[config.mk]
export PLATFORM = sky130hd
export DESIGN_NAME = id_ex_stage
export DESIGN_NICKNAME = d
export VERILOG_FILES = /design/src/rtl/pipe_pkg.sv /design/src/rtl/fwd_mux.sv /design/src/rtl/id_ex_stage.sv
export SDC_FILE = /design/constraint.sdc
export NUM_CORES = 1
export LEC_CHECK = 0
export CAP_MARGIN = 30
export CORE_AREA = 2 2 124 126
export DETAILED_ROUTE_END_ITERATION = 12
export DIE_AREA = 0 0 126 128
export HOLD_SLACK_MARGIN = 0.03
export PLACE_DENSITY_LB_ADDON = 0.25
export SYNTH_ARGS = -nofsm -noshare
export SYNTH_HDL_FRONTEND = slang
export SYNTH_SLANG_ARGS = --single-unit
[constraint.sdc]
create_clock -name clk -period 5.3 [get_ports clk]
set_input_delay 0.53 -clock clk [delete_from_list [all_inputs] [get_ports clk]]
set_output_delay 0.53 -clock clk [all_outputs]
set_load 0.03 [all_outputs]
[src/rtl/pipe_pkg.sv]
// rtl/pipe_pkg.sv - shared pipeline types: ALU opcodes, EX control bundle, width defaults
package pipe_pkg;

  localparam int DW_DEFAULT = 32;
  localparam int RW_DEFAULT = 5;

  typedef enum logic [4:0] {
    ALU_ADD = 5'b00000,
    ALU_SUB = 5'b00001,
    ALU_AND = 5'b00010,
    ALU_OR  = 5'b00011,
    ALU_NOR = 5'b00100,
    ALU_SLL = 5'b00101,
    ALU_SRL = 5'b00110,
    ALU_SRA = 5'b00111,
    ALU_SLT = 5'b01000
  } alu_op_e;

  typedef struct packed {
    logic valid;
    logic reg_write;
    logic mem_read;
    logic mem_write;
    logic use_imm;
  } ctrl_t;

  localparam ctrl_t CTRL_BUBBLE = '0;

endpackage

[src/rtl/fwd_mux.sv]
// rtl/fwd_mux.sv - register-file bypass selector, MEM result before WB data; r0 never bypassed
module fwd_mux #(
  parameter int DW = 32,
  parameter int RW = 5
) (
  input  logic          en_i,
  input  logic [RW-1:0] idx_i,
  input  logic [DW-1:0] rf_val_i,
  input  logic          mem_valid_i,
  input  logic          mem_reg_write_i,
  input  logic [RW-1:0] mem_dest_i,
  input  logic [DW-1:0] mem_result_i,
  input  logic          wb_valid_i,
  input  logic          wb_reg_write_i,
  input  logic [RW-1:0] wb_dest_i,
  input  logic [DW-1:0] wb_data_i,
  output logic [DW-1:0] val_o
);

  logic mem_hit, wb_hit;

  always_comb begin
    mem_hit = en_i && mem_valid_i && mem_reg_write_i && (mem_dest_i != '0) && (mem_dest_i == idx_i);
    wb_hit  = en_i && wb_valid_i && wb_reg_write_i && (wb_dest_i != '0) && (wb_dest_i == idx_i);
    if (mem_hit)     val_o = mem_result_i;
    else if (wb_hit) val_o = wb_data_i;
    else             val_o = rf_val_i;
  end

endmodule

[src/rtl/id_ex_stage.sv]
// rtl/id_ex_stage.sv - ID/EX register, operand bypass and hazard stall.
// ID_EX_FORWARDING_EN enables MEM/WB bypass; without it RAW hazards stall until the producer reaches WB.
module id_ex_stage
  import pipe_pkg::*;
#(
  parameter int DW = DW_DEFAULT,
  parameter int RW = RW_DEFAULT
) (
  input  logic          clk,
  input  logic          rst_n,
  input  logic          id_valid,
  input  logic [RW-1:0] id_rs,
  input  logic [RW-1:0] id_rt,
  input  logic [RW-1:0] id_dest,
  input  logic [DW-1:0] id_rs_val,
  input  logic [DW-1:0] id_rt_val,
  input  logic [DW-1:0] id_imm,
  input  logic          id_use_imm,
  input  logic [4:0]    id_alu_op,
  input  logic [4:0]    id_shamt,
  input  logic          id_reg_write,
  input  logic          id_mem_read,
  input  logic          id_mem_write,
  input  logic          flush,
  input  logic          mem_valid,
  input  logic          mem_reg_write,
  input  logic [RW-1:0] mem_dest,
  input  logic [DW-1:0] mem_result,
  input  logic          wb_valid,
  input  logic          wb_reg_write,
  input  logic [RW-1:0] wb_dest,
  input  logic [DW-1:0] wb_data,
  output logic          stall_id,
  output logic [DW-1:0] alu_arg1,
  output logic [DW-1:0] alu_arg2,
  output logic [4:0]    alu_op,
  output logic [4:0]    alu_shamt,
  output logic          ex_valid,
  output logic          ex_reg_write,
  output logic          ex_mem_read,
  output logic          ex_mem_write,
  output logic [RW-1:0] ex_dest,
  output logic [DW-1:0] ex_store_data
);

`ifdef ID_EX_FORWARDING_EN
  localparam logic FWD_EN = 1'b1;
`else
  localparam logic FWD_EN = 1'b0;
`endif

  ctrl_t         ctrl_q, ctrl_d;
  logic [RW-1:0] rs_q, rt_q, dest_q, rs_d, rt_d, dest_d;
  logic [DW-1:0] rs_val_q, rt_val_q, imm_q, rs_val_d, rt_val_d, imm_d;
  logic [4:0]    op_q, shamt_q, op_d, shamt_d;
  logic [DW-1:0] rs_fwd, rt_fwd;
  logic          rt_src, ex_w, mem_w, stall_raw;

  function automatic logic reg_hit(input logic [RW-1:0] dest, input logic [RW-1:0] src);
    return (dest != '0) && (dest == src);
  endfunction

  // rt is only a true source when it feeds the ALU or is store data
  assign rt_src = !id_use_imm || id_mem_write;
  assign ex_w   = ctrl_q.valid && ctrl_q.reg_write;
  assign mem_w  = mem_valid && mem_reg_write;

  always_comb begin
    stall_raw = 1'b0;
`ifdef ID_EX_FORWARDING_EN
    stall_raw = id_valid && ctrl_q.valid && ctrl_q.mem_read &&
                (reg_hit(dest_q, id_rs) || (rt_src && reg_hit(dest_q, id_rt)));
`else
    stall_raw = id_valid &&
                ((ex_w && (reg_hit(dest_q, id_rs) || (rt_src && reg_hit(dest_q, id_rt)))) ||
                 (mem_w && (reg_hit(mem_dest, id_rs) || (rt_src && reg_hit(mem_dest, id_rt)))));
`endif
  end

  assign stall_id = rst_n && !flush && stall_raw;

  always_comb begin
    ctrl_d   = CTRL_BUBBLE;
    rs_d     = '0;
    rt_d     = '0;
    dest_d   = '0;
    rs_val_d = '0;
    rt_val_d = '0;
    imm_d    = '0;
    op_d     = ALU_ADD;
    shamt_d  = '0;
    if (!flush && !stall_id) begin
      ctrl_d.valid     = id_valid;
      ctrl_d.reg_write = id_valid && id_reg_write;
      ctrl_d.mem_read  = id_valid && id_mem_read;
      ctrl_d.mem_write = id_valid && id_mem_write;
      ctrl_d.use_imm   = id_use_imm;
      rs_d     = id_rs;
      rt_d     = id_rt;
      dest_d   = id_dest;
      rs_val_d = id_rs_val;
      rt_val_d = id_rt_val;
      imm_d    = id_imm;
      op_d     = id_alu_op;
      shamt_d  = id_shamt;
    end
  end

  always_ff @(posedge clk or negedge rst_n) begin
    if (!rst_n) begin
      ctrl_q   <= CTRL_BUBBLE;
      rs_q     <= '0;
      rt_q     <= '0;
      dest_q   <= '0;
      rs_val_q <= '0;
      rt_val_q <= '0;
      imm_q    <= '0;
      op_q     <= ALU_ADD;
      shamt_q  <= '0;
    end else begin
      ctrl_q   <= ctrl_d;
      rs_q     <= rs_d;
      rt_q     <= rt_d;
      dest_q   <= dest_d;
      rs_val_q <= rs_val_d;
      rt_val_q <= rt_val_d;
      imm_q    <= imm_d;
      op_q     <= op_d;
      shamt_q  <= shamt_d;
    end
  end

  fwd_mux #(.DW(DW), .RW(RW)) u_fwd_rs (
    .en_i(FWD_EN), .idx_i(rs_q), .rf_val_i(rs_val_q),
    .mem_valid_i(mem_valid), .mem_reg_write_i(mem_reg_write), .mem_dest_i(mem_dest), .mem_result_i(mem_result),
    .wb_valid_i(wb_valid), .wb_reg_write_i(wb_reg_write), .wb_dest_i(wb_dest), .wb_data_i(wb_data),
    .val_o(rs_fwd)
  );

  fwd_mux #(.DW(DW), .RW(RW)) u_fwd_rt (
    .en_i(FWD_EN), .idx_i(rt_q), .rf_val_i(rt_val_q),
    .mem_valid_i(mem_valid), .mem_reg_write_i(mem_reg_write), .mem_dest_i(mem_dest), .mem_result_i(mem_result),
    .wb_valid_i(wb_valid), .wb_reg_write_i(wb_reg_write), .wb_dest_i(wb_dest), .wb_data_i(wb_data),
    .val_o(rt_fwd)
  );

  assign alu_arg1      = rs_fwd;
  assign alu_arg2      = ctrl_q.use_imm ? imm_q : rt_fwd;
  assign ex_store_data = rt_fwd;
  assign alu_op        = op_q;
  assign alu_shamt     = shamt_q;
  assign ex_valid      = ctrl_q.valid;
  assign ex_reg_write  = ctrl_q.reg_write;
  assign ex_mem_read   = ctrl_q.mem_read;
  assign ex_mem_write  = ctrl_q.mem_write;
  assign ex_dest       = dest_q;

endmodule
==> impl_results.md, run 1 <==
* Status: finished clean
* Initial DRC count at 338
* Cells after Synth at 483
* Most frequent CP cell: clkdlybuf4s50_1
* Syn Std Cell Area at 5590 sq um
* Cts hold-fix bufs at 0
* Share of cells above drive strength 1 at 0.113
* Worst IR drop on VDD at 0.000188 V
* Clock sinks at 116
* Final WS setup at 2140 ps
* Setup-failing EPs final at 0
* Worst-margin pin slew at 850 ps
* Clock Skew at 6.96 ps
* Tot GR Track Use at 0.214
* R2R cell count at 6
* Core ar. at 14900 sq um
* Setup crit end kind: primary output
* Hold Vio Cnt, Final at 0
* ANT nets after route at 0
* Die height at 128 microns
* # resized after CTS at 0
* Synthesized area per cell at 11.6 sq um
* Nets at 908
* Period utilization at 0.596
* #FFs+latches synth at 116
* Int Power at 2.06 mW
* Most frequent cells in the layout: clkdlybuf4s50_1, a221oi_1, dfrtp_1
* Antenna violations before repair at 0
* Die Area at 16100 sq um
* Reg clk slew, reported paths at 50 ps
* Final period demand of the worst path at 3160 ps
* Slowest CP cell: clkdlybuf4s50_1
* Worst hold path type: primary input to asynchronous set/reset pin
* Reg2reg start: ex_dest[4]$_DFF_PN0_
* WL/cell at 19.3 microns
* RSZ-0062 raised after global routing: no
* Number of setup buffers added after CTS at 0
* ANT cells at 0
* Number of global-route vias before repair at 5022
* Clock Power Share at 0.468
* Port bufs at 251
* Syn. warnings at 0
* Finished Layout Cells at 902
* Reg2Reg Setup Slack at 2500 ps
* Drt first pass iters at 4
* P_sw at 0.670 mW
* Commonest non-fill, non-tap cell in the layout: clkdlybuf4s50_1
* Area growth syn-to-layout at 58.0%
* Mapped Nets at 690
* Crit-path max FO at 3
* Die W at 126 microns
* Most area-consuming cells after synthesis: dfrtp_1, a221oi_1, nand2b_1
* Via/cell ratio at 5.54
* Pre-CTS setup slack at 1910 ps
* CTS Root Cell: clkbuf_16
* Register share of total power at 0.349
* Starting Density at 0.376
* Finished Core Util at 0.594
* Combinational cell fraction of total power at 0.184
* Slew Limit Fails at 0
* Std-Cell Rows at 45
* Placed Cells at 870
* CTS Buf Count at 17
* Area leader, netlist: dfrtp_1
* Switch share at 0.246
* Setup TNS at 0 ps
* Vias post-DR at 4998
* R2R Path End: rs_val_q[17]$_DFF_PN0_
* Crit-path cells: clkdlybuf4s50_1, xnor2_1, nand4_1, o32ai_4, a22o_1, clkdlybuf4s50_1
* Critical Path Max Stage Delay at 710 ps
* Largest net degree at the start of global routing at 113
* H-Tree Depth at 4
* Seq/Total Area, Yosys at 0.519
* GP Congestion at 0.843
* Setup crit start kind: primary input
* # Max-Cap Violations at 0
* WS Path Type: primary input to primary output
* Slew headroom at 0.433
* DP HPWL at 11100 microns
* PD cells at 309 nW/um^2
* Leak pwr at 3.59 nW
* Required @ worst endpoint at 4770 ps
* Yosys cell types at 21
* Ports at 323
* First-pass GRT wire length at 27100 microns
* GRT Residual Overflow at 0
* DRT Wirelength at 17400 microns
* Fmax at 317 MHz
* Drc violations at 0
* CP arrival at 2630 ps
* Share of the synthesized area in the top cell type at 0.519
* CTS Buffer Depth at 2
* Clk_lat worst skew at 420 ps
* TritonCTS clock tree: yes
-- synthesized netlist by cell type (all sizes together) --
| master | n |
|---|---|
| xor2 | 2 |
| dfrtp | 116 |
| nand3 | 2 |
| inv | 1 |
| buf | 18 |
| clkbuf | 46 |
| nand2 | 5 |
| o32ai | 2 |
| xnor2 | 18 |
| nor3 | 2 |
| nand4 | 4 |
| a22o | 1 |
| nand2b | 112 |
| nor2b | 2 |
| a221oi | 116 |
| nor2 | 2 |
| a21oi | 2 |
| mux2 | 32 |
-- metrics by stage --
| stage | cell area (sq um) | total power, mW | hold slack (ps) |
|---|---|---|---|
| after floorplan | 5590 | 1.21 | 234 |
| after global placement | 8170 | 1.46 | 509 |
| after detailed placement | 8170 | 1.47 | 519 |
| after CTS | 8830 | 2.75 | 70.7 |
| after global routing | 8830 | 2.83 | 91.3 |
| final | 8830 | 2.73 | 64.4 |
-- routing by layer --
layer  share of wire  vias up  routed length [microns]  track usage
li1                -     2239                        -            -
met1            0.39     2488                     6810        0.268
met5               0        -                        0            0
met4           0.019        0                      332       0.0827
met2            0.49      246                     8600        0.340
met3           0.095       25                     1660       0.0793
-- critical path, delay by kind of cell --
family	cells	cell delay, ps
buffers and inverters	2	1290
AO/OA/AOI/OAI	2	490
AND/OR/NAND/NOR	1	170
XOR/XNOR	1	160
-- sequential cells by signal (all words and copies together) (netlist names) --
signal,count
ex_mem_read,1
ex_mem_write,1
ex_dest,5
rt_val_q,32
ex_valid,1
imm_q,32
alu_shamt,5
rs_val_q,32
ctrl_q,1
ex_reg_write,1
alu_op,5
-- final cells by class --
| cell class | count | area [sq um] |
|---|---|---|
| clock buffers | 23 | 488 |
| fillers | 1276 | 6030 |
| multi-input cells | 302 | 2430 |
| flip-flops and latches | 116 | 2900 |
| clock inverters | 9 | 173 |
| inverters | 1 | 3.75 |
| repair buffers | 263 | 2590 |
| well taps | 188 | 235 |
-- power groups by stage --
stage	registers, mW	clock network, mW	logic (mW)
4_1_cts	0.952	1.30	0.506
2_1_floorplan	1.03	0	0.181
6_report	0.951	1.28	0.501
3_5_place_dp	0.966	0	0.503
3_3_place_gp	0.964	0	0.498
5_1_grt	0.955	1.34	0.534
-- cell families (layout without fill, tap and decap cells) --
group                     after synthesis  in the layout  share of synthesized area
and+or+nand+nor                       129            129                      0.141
AOI/OAI and AO/OA                     121            121                      0.196
DFF                                   116            116                      0.519
buffers and inverters                  65            296                     0.0479
muxes                                  32             32                     0.0645
xor gates and xnor gates               20             20                     0.0313
-- worst max-delay path by stage --
stage,startpoint,endpoint,cells past startpoint
6_report,mem_dest[4],stall_id,6
5_1_grt,mem_dest[4],stall_id,6
4_1_cts,mem_dest[4],stall_id,6
3_5_place_dp,mem_dest[4],rs_val_q[17]$_DFF_PN0_,7
3_3_place_gp,mem_dest[4],rs_val_q[17]$_DFF_PN0_,7
2_1_floorplan,id_rt[2],stall_id,5
Power figures use the tool's default switching activity.
==> inputs of run 2 (changes only) <==
CORE_AREA = default   (was 2 2 124 126)
CORE_MARGIN = 1.5   (was default)
CORE_UTILIZATION = 35   (was default)
DIE_AREA = default   (was 0 0 126 128)
clock period = 2.8 ns   (was 5.3 ns; I/O delays follow)
==> impl_results.md, run 2 (same netlist as run 1, synthesis figures left out) <==
* Status: finished clean
* Via/cell ratio at 5.34 (-3.6%)
* Port bufs at 251 (unchanged)
* Worst-margin pin slew at 897 ps (+46.7 ps)
* CTS Root Cell: clkbuf_16
* Die Area at 16700 sq um (+3.8%)
* Die W at 129 microns (+2.7%)
* Initial DRC count at 276 (-18%)
* ANT nets after route at 0 (unchanged)
* CP arrival at 2170 ps (-460 ps)
* Tot GR Track Use at 0.211 (-0.00295)
* Most frequent cells in the layout: clkdlybuf4s50_1, a221oi_1, dfrtp_1
* Final WS setup at 350 ps (-1790 ps)
* Clock sinks at 116 (unchanged)
* Crit-path max FO at 32 (+29)
* First-pass GRT wire length at 27000 microns (-0.25%)
* Ports at 323 (unchanged)
* Period utilization at 0.875
* Clock Skew at 9.40 ps (+2.44 ps)
* Largest registers: imm_q (32), rs_val_q (32), rt_val_q (32)
* Setup crit end kind: primary output
* Setup-failing EPs final at 0 (unchanged)
* RSZ-0062 raised after global routing: no
* Slew Limit Fails at 0 (unchanged)
* Slew headroom at 0.402 (-0.0311)
* Die height at 129 microns (+1.1%)
* H-Tree Depth at 4 (unchanged)
* Antenna violations before repair at 0 (unchanged)
* Setup crit start kind: flip-flop
* WL/cell at 18.5 microns (-4.1%)
* # resized after CTS at 0 (unchanged)
* Worst IR drop on VDD at 0.000360 V (+92%)
* TritonCTS clock tree: yes
* Vias post-DR at 4972 (-0.52%)
* Hold slack at 156 ps (+91.4 ps)
* Worst hold path type: primary input to flip-flop
* DRT Wirelength at 17200 microns (-1.0%)
* Pre-CTS setup slack at 467 ps (-1440 ps)
* CTS Buf Count at 17 (unchanged)
* Cts hold-fix bufs at 1 (+1)
* ANT cells at 0 (unchanged)
* Drc violations at 0 (unchanged)
* DP HPWL at 11000 microns (-0.97%)
* # Max-Cap Violations at 0 (unchanged)
* Hold Vio Cnt, Final at 0 (unchanged)
* Required @ worst endpoint at 2520 ps (-2250 ps)
* Clk_lat worst skew at 410 ps (about the same)
* Final period demand of the worst path at 2450 ps
* Area growth syn-to-layout at 58.7%
* Fmax at 408 MHz
* Std-Cell Rows at 46 (+2.2%)
* Drt first pass iters at 4 (unchanged)
* GP Congestion at 0.811 (-3.8%)
* Reg clk slew, reported paths at 50 ps (about the same)
* PD cells at 559 nW/um^2 (+81%)
* Starting Density at 0.354 (-0.0216)
* GRT Residual Overflow at 0 (unchanged)
* Largest net degree at the start of global routing at 113 (unchanged)
* Nets at 910 (+0.22%)
* Leak pwr at 3.59 nW (-0.16%)
* CTS Buffer Depth at 2 (unchanged)
* Share of cells above drive strength 1 at 0.116 (+0.00264)
* Setup TNS at 0 ps (unchanged)
* Core ar. at 15800 sq um (+6.1%)
* # fillers at 1392 (+9.1%)
* Number of global-route vias before repair at 5019 (-0.060%)
* WS Path Type: flip-flop to primary output
* Number of setup buffers added after CTS at 0 (unchanged)
* Commonest non-fill, non-tap cell in the layout: clkdlybuf4s50_1
## run 2: area by class of cell
| class | instances | area [sq um] | area share |
|---|---|---|---|
| Sequential cell | 116 | 2900 | 0.327 |
| Timing Repair Buffer | 265 | 2660 | 0.300 |
| Multi-Input combinational cell | 302 | 2430 | 0.274 |
| Clock buffer | 21 | 470 | 0.0530 |
| Tap cell | 216 | 270 | 0.0305 |
| Clock inverter | 10 | 130 | 0.0147 |
| Inverter | 1 | 3.75 | 0.000423 |
## run 2: critical path, stage by stage (launching register included)
cell             delay, ps
dfrtp_1                310
buf_4                  390
mux2_2                 390
clkdlybuf4s50_1        610
## run 2: final timing paths
| kind | start | endpoint | slack, ps | cells after the start |
|---|---|---|---|---|
| setup / recovery | ctrl_q[0]$_DFF_PN0_ | alu_arg2[3] | 350 | 3 |
| hold / removal | flush | ex_valid$_DFF_PN0_ | 160 | 4 |
| setup reg to reg | ex_dest[4]$_DFF_PN0_ | rt_val_q[29]$_DFF_PN0_ | 860 | 5 |
| hold reg to reg | ex_reg_write$_DFF_PN0_ | rs_val_q[22]$_DFF_PN0_ | 1160 | 4 |
| max in group asynchronous | rst_n | rt_val_q[1]$_DFF_PN0_ | 890 | 4 |
| min in group asynchronous | rst_n | imm_q[10]$_DFF_PN0_ | 400 | 2 |
## run 2: per-stage QoR
step	cells	util	instance area, sq um	power [mW]
3_5_place_dp	899	0.524	8260	2.79
3_3_place_gp	899	0.524	8260	2.78
2_1_floorplan	483	-	5590	2.29
6_report	931	0.563	8870	4.96
4_1_cts	931	0.563	8870	5.01
5_1_grt	931	0.563	8870	5.16
## run 2: report_power, final
group | switching, mW | internal, mW | leakage, nW
Sequential | 0.0361 | 1.76 | 1.50
Clock | 0.753 | 1.45 | 0.294
Combinational | 0.484 | 0.471 | 1.80
Total | 1.27 | 3.69 | 3.59
## run 2: metal layers
metal,vias to the layer above,GRT usage,share of wire
met5,-,0,0
met3,21,0.0822,0.094
li1,2248,-,-
met2,213,0.346,0.49
met4,0,0.0773,0.014
met1,2490,0.253,0.40
==> inputs of run 3 (changes only) <==
CORE_MARGIN = default   (was 1.5)
REMOVE_ABC_BUFFERS = 1   (was default)
==> impl_results.md, run 3 (same netlist as run 1, synthesis figures left out) <==
* Reg clk slew, reported paths at 50 ps (about the same)
* Antenna violations before repair at 1 (+1)
* Met3 WL post-DR at 1700 microns (+4.7%)
* Fmax at 431 MHz (+5.6%)
* Die height at 128 microns (-0.77%)
* RSZ-0062 raised after global routing: no
* TritonCTS clock tree: yes
* Metal-1 WL at 6830 microns (-1.2%)
* Leak pwr at 3.65 nW (+1.7%)
* Cts hold-fix bufs at 1 (unchanged)
* Initial DRC count at 145 (-47%)
* Commonest non-fill, non-tap cell in the layout: clkdlybuf4s50_1
* WL met2 at 8110 microns (-4.0%)
* Most frequent cells in the layout: clkdlybuf4s50_1, a221oi_1, dfrtp_1
* Ports at 323 (unchanged)
* CTS Root Cell: clkbuf_16
* Vias post-DR at 4948 (-0.48%)
* Required @ worst endpoint at 2520 ps (about the same)
* Clock Skew at 7.03 ps (-2.36 ps)
* WL/cell at 18.1 microns (-2.4%)
* CP arrival at 2040 ps (-130 ps)
* WS Path Type: flip-flop to primary output
* ANT nets after route at 0 (unchanged)
* Tot GR Track Use at 0.211 (-0.000939)
* Area growth syn-to-layout at 60.7%
* CTS Buf Count at 17 (unchanged)
* DRT Wirelength at 16900 microns (-2.0%)
* Share of cells above drive strength 1 at 0.123 (+0.00701)
* Period utilization at 0.828 (-0.0467)
* Number of setup buffers added after CTS at 0 (unchanged)
* Die Area at 16500 sq um (-1.5%)
* Largest net degree at the start of global routing at 76 (-33%)
* GRT Residual Overflow at 0 (unchanged)
* Worst-margin pin slew at 926 ps (+29.1 ps)
* Die W at 128 microns (-0.77%)
* PD cells at 576 nW/um^2 (+3.1%)
* Number of global-route vias before repair at 5053 (+0.68%)
* Drt first pass iters at 6 (+2)
* DP HPWL at 11000 microns (about the same)
* # resized after CTS at 0 (unchanged)
* Final period demand of the worst path at 2320 ps (-131 ps)
* Register Area at 2900 sq um (unchanged)
* Critical Path Max Stage Delay at 600 ps (about the same)
* Status: finished clean
* # Max-Cap Violations at 0 (unchanged)
* Std-Cell Rows at 45 (-2.2%)
* First-pass GRT wire length at 26500 microns (-2.0%)
* Top layer in use: met4
* Fin area at 8980 sq um (+1.2%)
* Clock sinks at 116 (unchanged)
* CTS Buffer Depth at 2 (unchanged)
* Multi-input logic area at 2430 sq um (unchanged)
* Drc violations at 0 (unchanged)
* Setup crit end kind: primary output
* Largest registers: imm_q (32), rs_val_q (32), rt_val_q (32)
* Power Total at 5.18 mW (+4.3%)
* Clk_lat worst skew at 410 ps (about the same)
* GP Congestion at 0.784 (-3.3%)
* Port bufs at 251 (unchanged)
* H-Tree Depth at 4 (unchanged)
* Post-placement cell area at 8310 sq um (+0.56%)
* Crit-path cells: buf_4, mux2_2, clkdlybuf4s50_1
* Hold Vio Cnt, Final at 0 (unchanged)
* Core ar. at 15400 sq um (-2.5%)
* Nets at 917 (+0.77%)
* Finished Core Util at 0.584 (+0.0218)
* Setup-failing EPs final at 0 (unchanged)
* Worst IR drop on VDD at 0.000373 V (+3.6%)
* Via/cell ratio at 5.29 (-0.91%)
* Starting Density at 0.364 (+0.00920)
* Setup crit start kind: flip-flop
* # fillers at 1287 (-7.5%)
* Worst hold path type: primary input to flip-flop
* Crit-path max FO at 17 (-47%)
* Slowest CP cell: clkdlybuf4s50_1
* Slew Limit Fails at 0 (unchanged)
* Slew headroom at 0.383 (-0.0194)
## run 3: critical path, delay by kind of cell (launching register included)
kind | cells | cell delay (ps)
multiplexers | 1 | 390
buffers and inverters | 2 | 890
flip-flops | 1 | 350
## run 3: path summary, 6_finish.rpt
check | startpoint | end | slack [ps] | depth (start not counted)
worst max-delay path | ctrl_q[0]$_DFF_PN0_ | alu_arg2[17] | 480 | 3
worst min-delay path | flush | ex_valid$_DFF_PN0_ | 270 | 4
worst max register to register | ex_dest[1]$_DFF_PN0_ | rs_val_q[0]$_DFF_PN0_ | 840 | 5
worst min register to register | ex_dest[3]$_DFF_PN0_ | ex_reg_write$_DFF_PN0_ | 1110 | 4
max in group asynchronous | rst_n | imm_q[24]$_DFF_PN0_ | 840 | 4
min in group asynchronous | rst_n | rt_val_q[10]$_DFF_PN0_ | 620 | 3
## run 3: through the flow
step / hold slack, ps / setup WS [ps] / setup TNS (ps) / cells
2_1_floorplan: -15.6 / -1150 / -105020 / 419
3_3_place_gp: 454 / 537 / 0 / 901
3_5_place_dp: 468 / 507 / 0 / 901
4_1_cts: 262 / 449 / 0 / 934
5_1_grt: 281 / 353 / 0 / 935
6_report: 270 / 480 / 0 / 935
## run 3: report_power, final
group | internal [mW] | switching [mW] | total [mW]
registers | 1.76 | 0.0345 | 1.80
logic | 0.474 | 0.484 | 0.958
clock network | 1.67 | 0.748 | 2.42
total | 3.91 | 1.27 | 5.18
## run 3: layout make-up
| class | count | area share |
|---|---|---|
| clock buffer | 24 | 0.0547 |
| multi-input combinational | 302 | 0.271 |
| tap | 211 | 0.0294 |
| clock inverter | 8 | 0.0189 |
| sequential | 116 | 0.323 |
| timing repair buffer | 272 | 0.302 |
| antenna | 1 | 0.000279 |
| inverter | 1 | 0.000418 |
## run 3: per-layer routing
layer | GRT usage | up-vias
li1 | - | 2256
met1 | 0.247 | 2458
met2 | 0.343 | 212
met3 | 0.0915 | 22
met4 | 0.0740 | 0
met5 | 0 | -
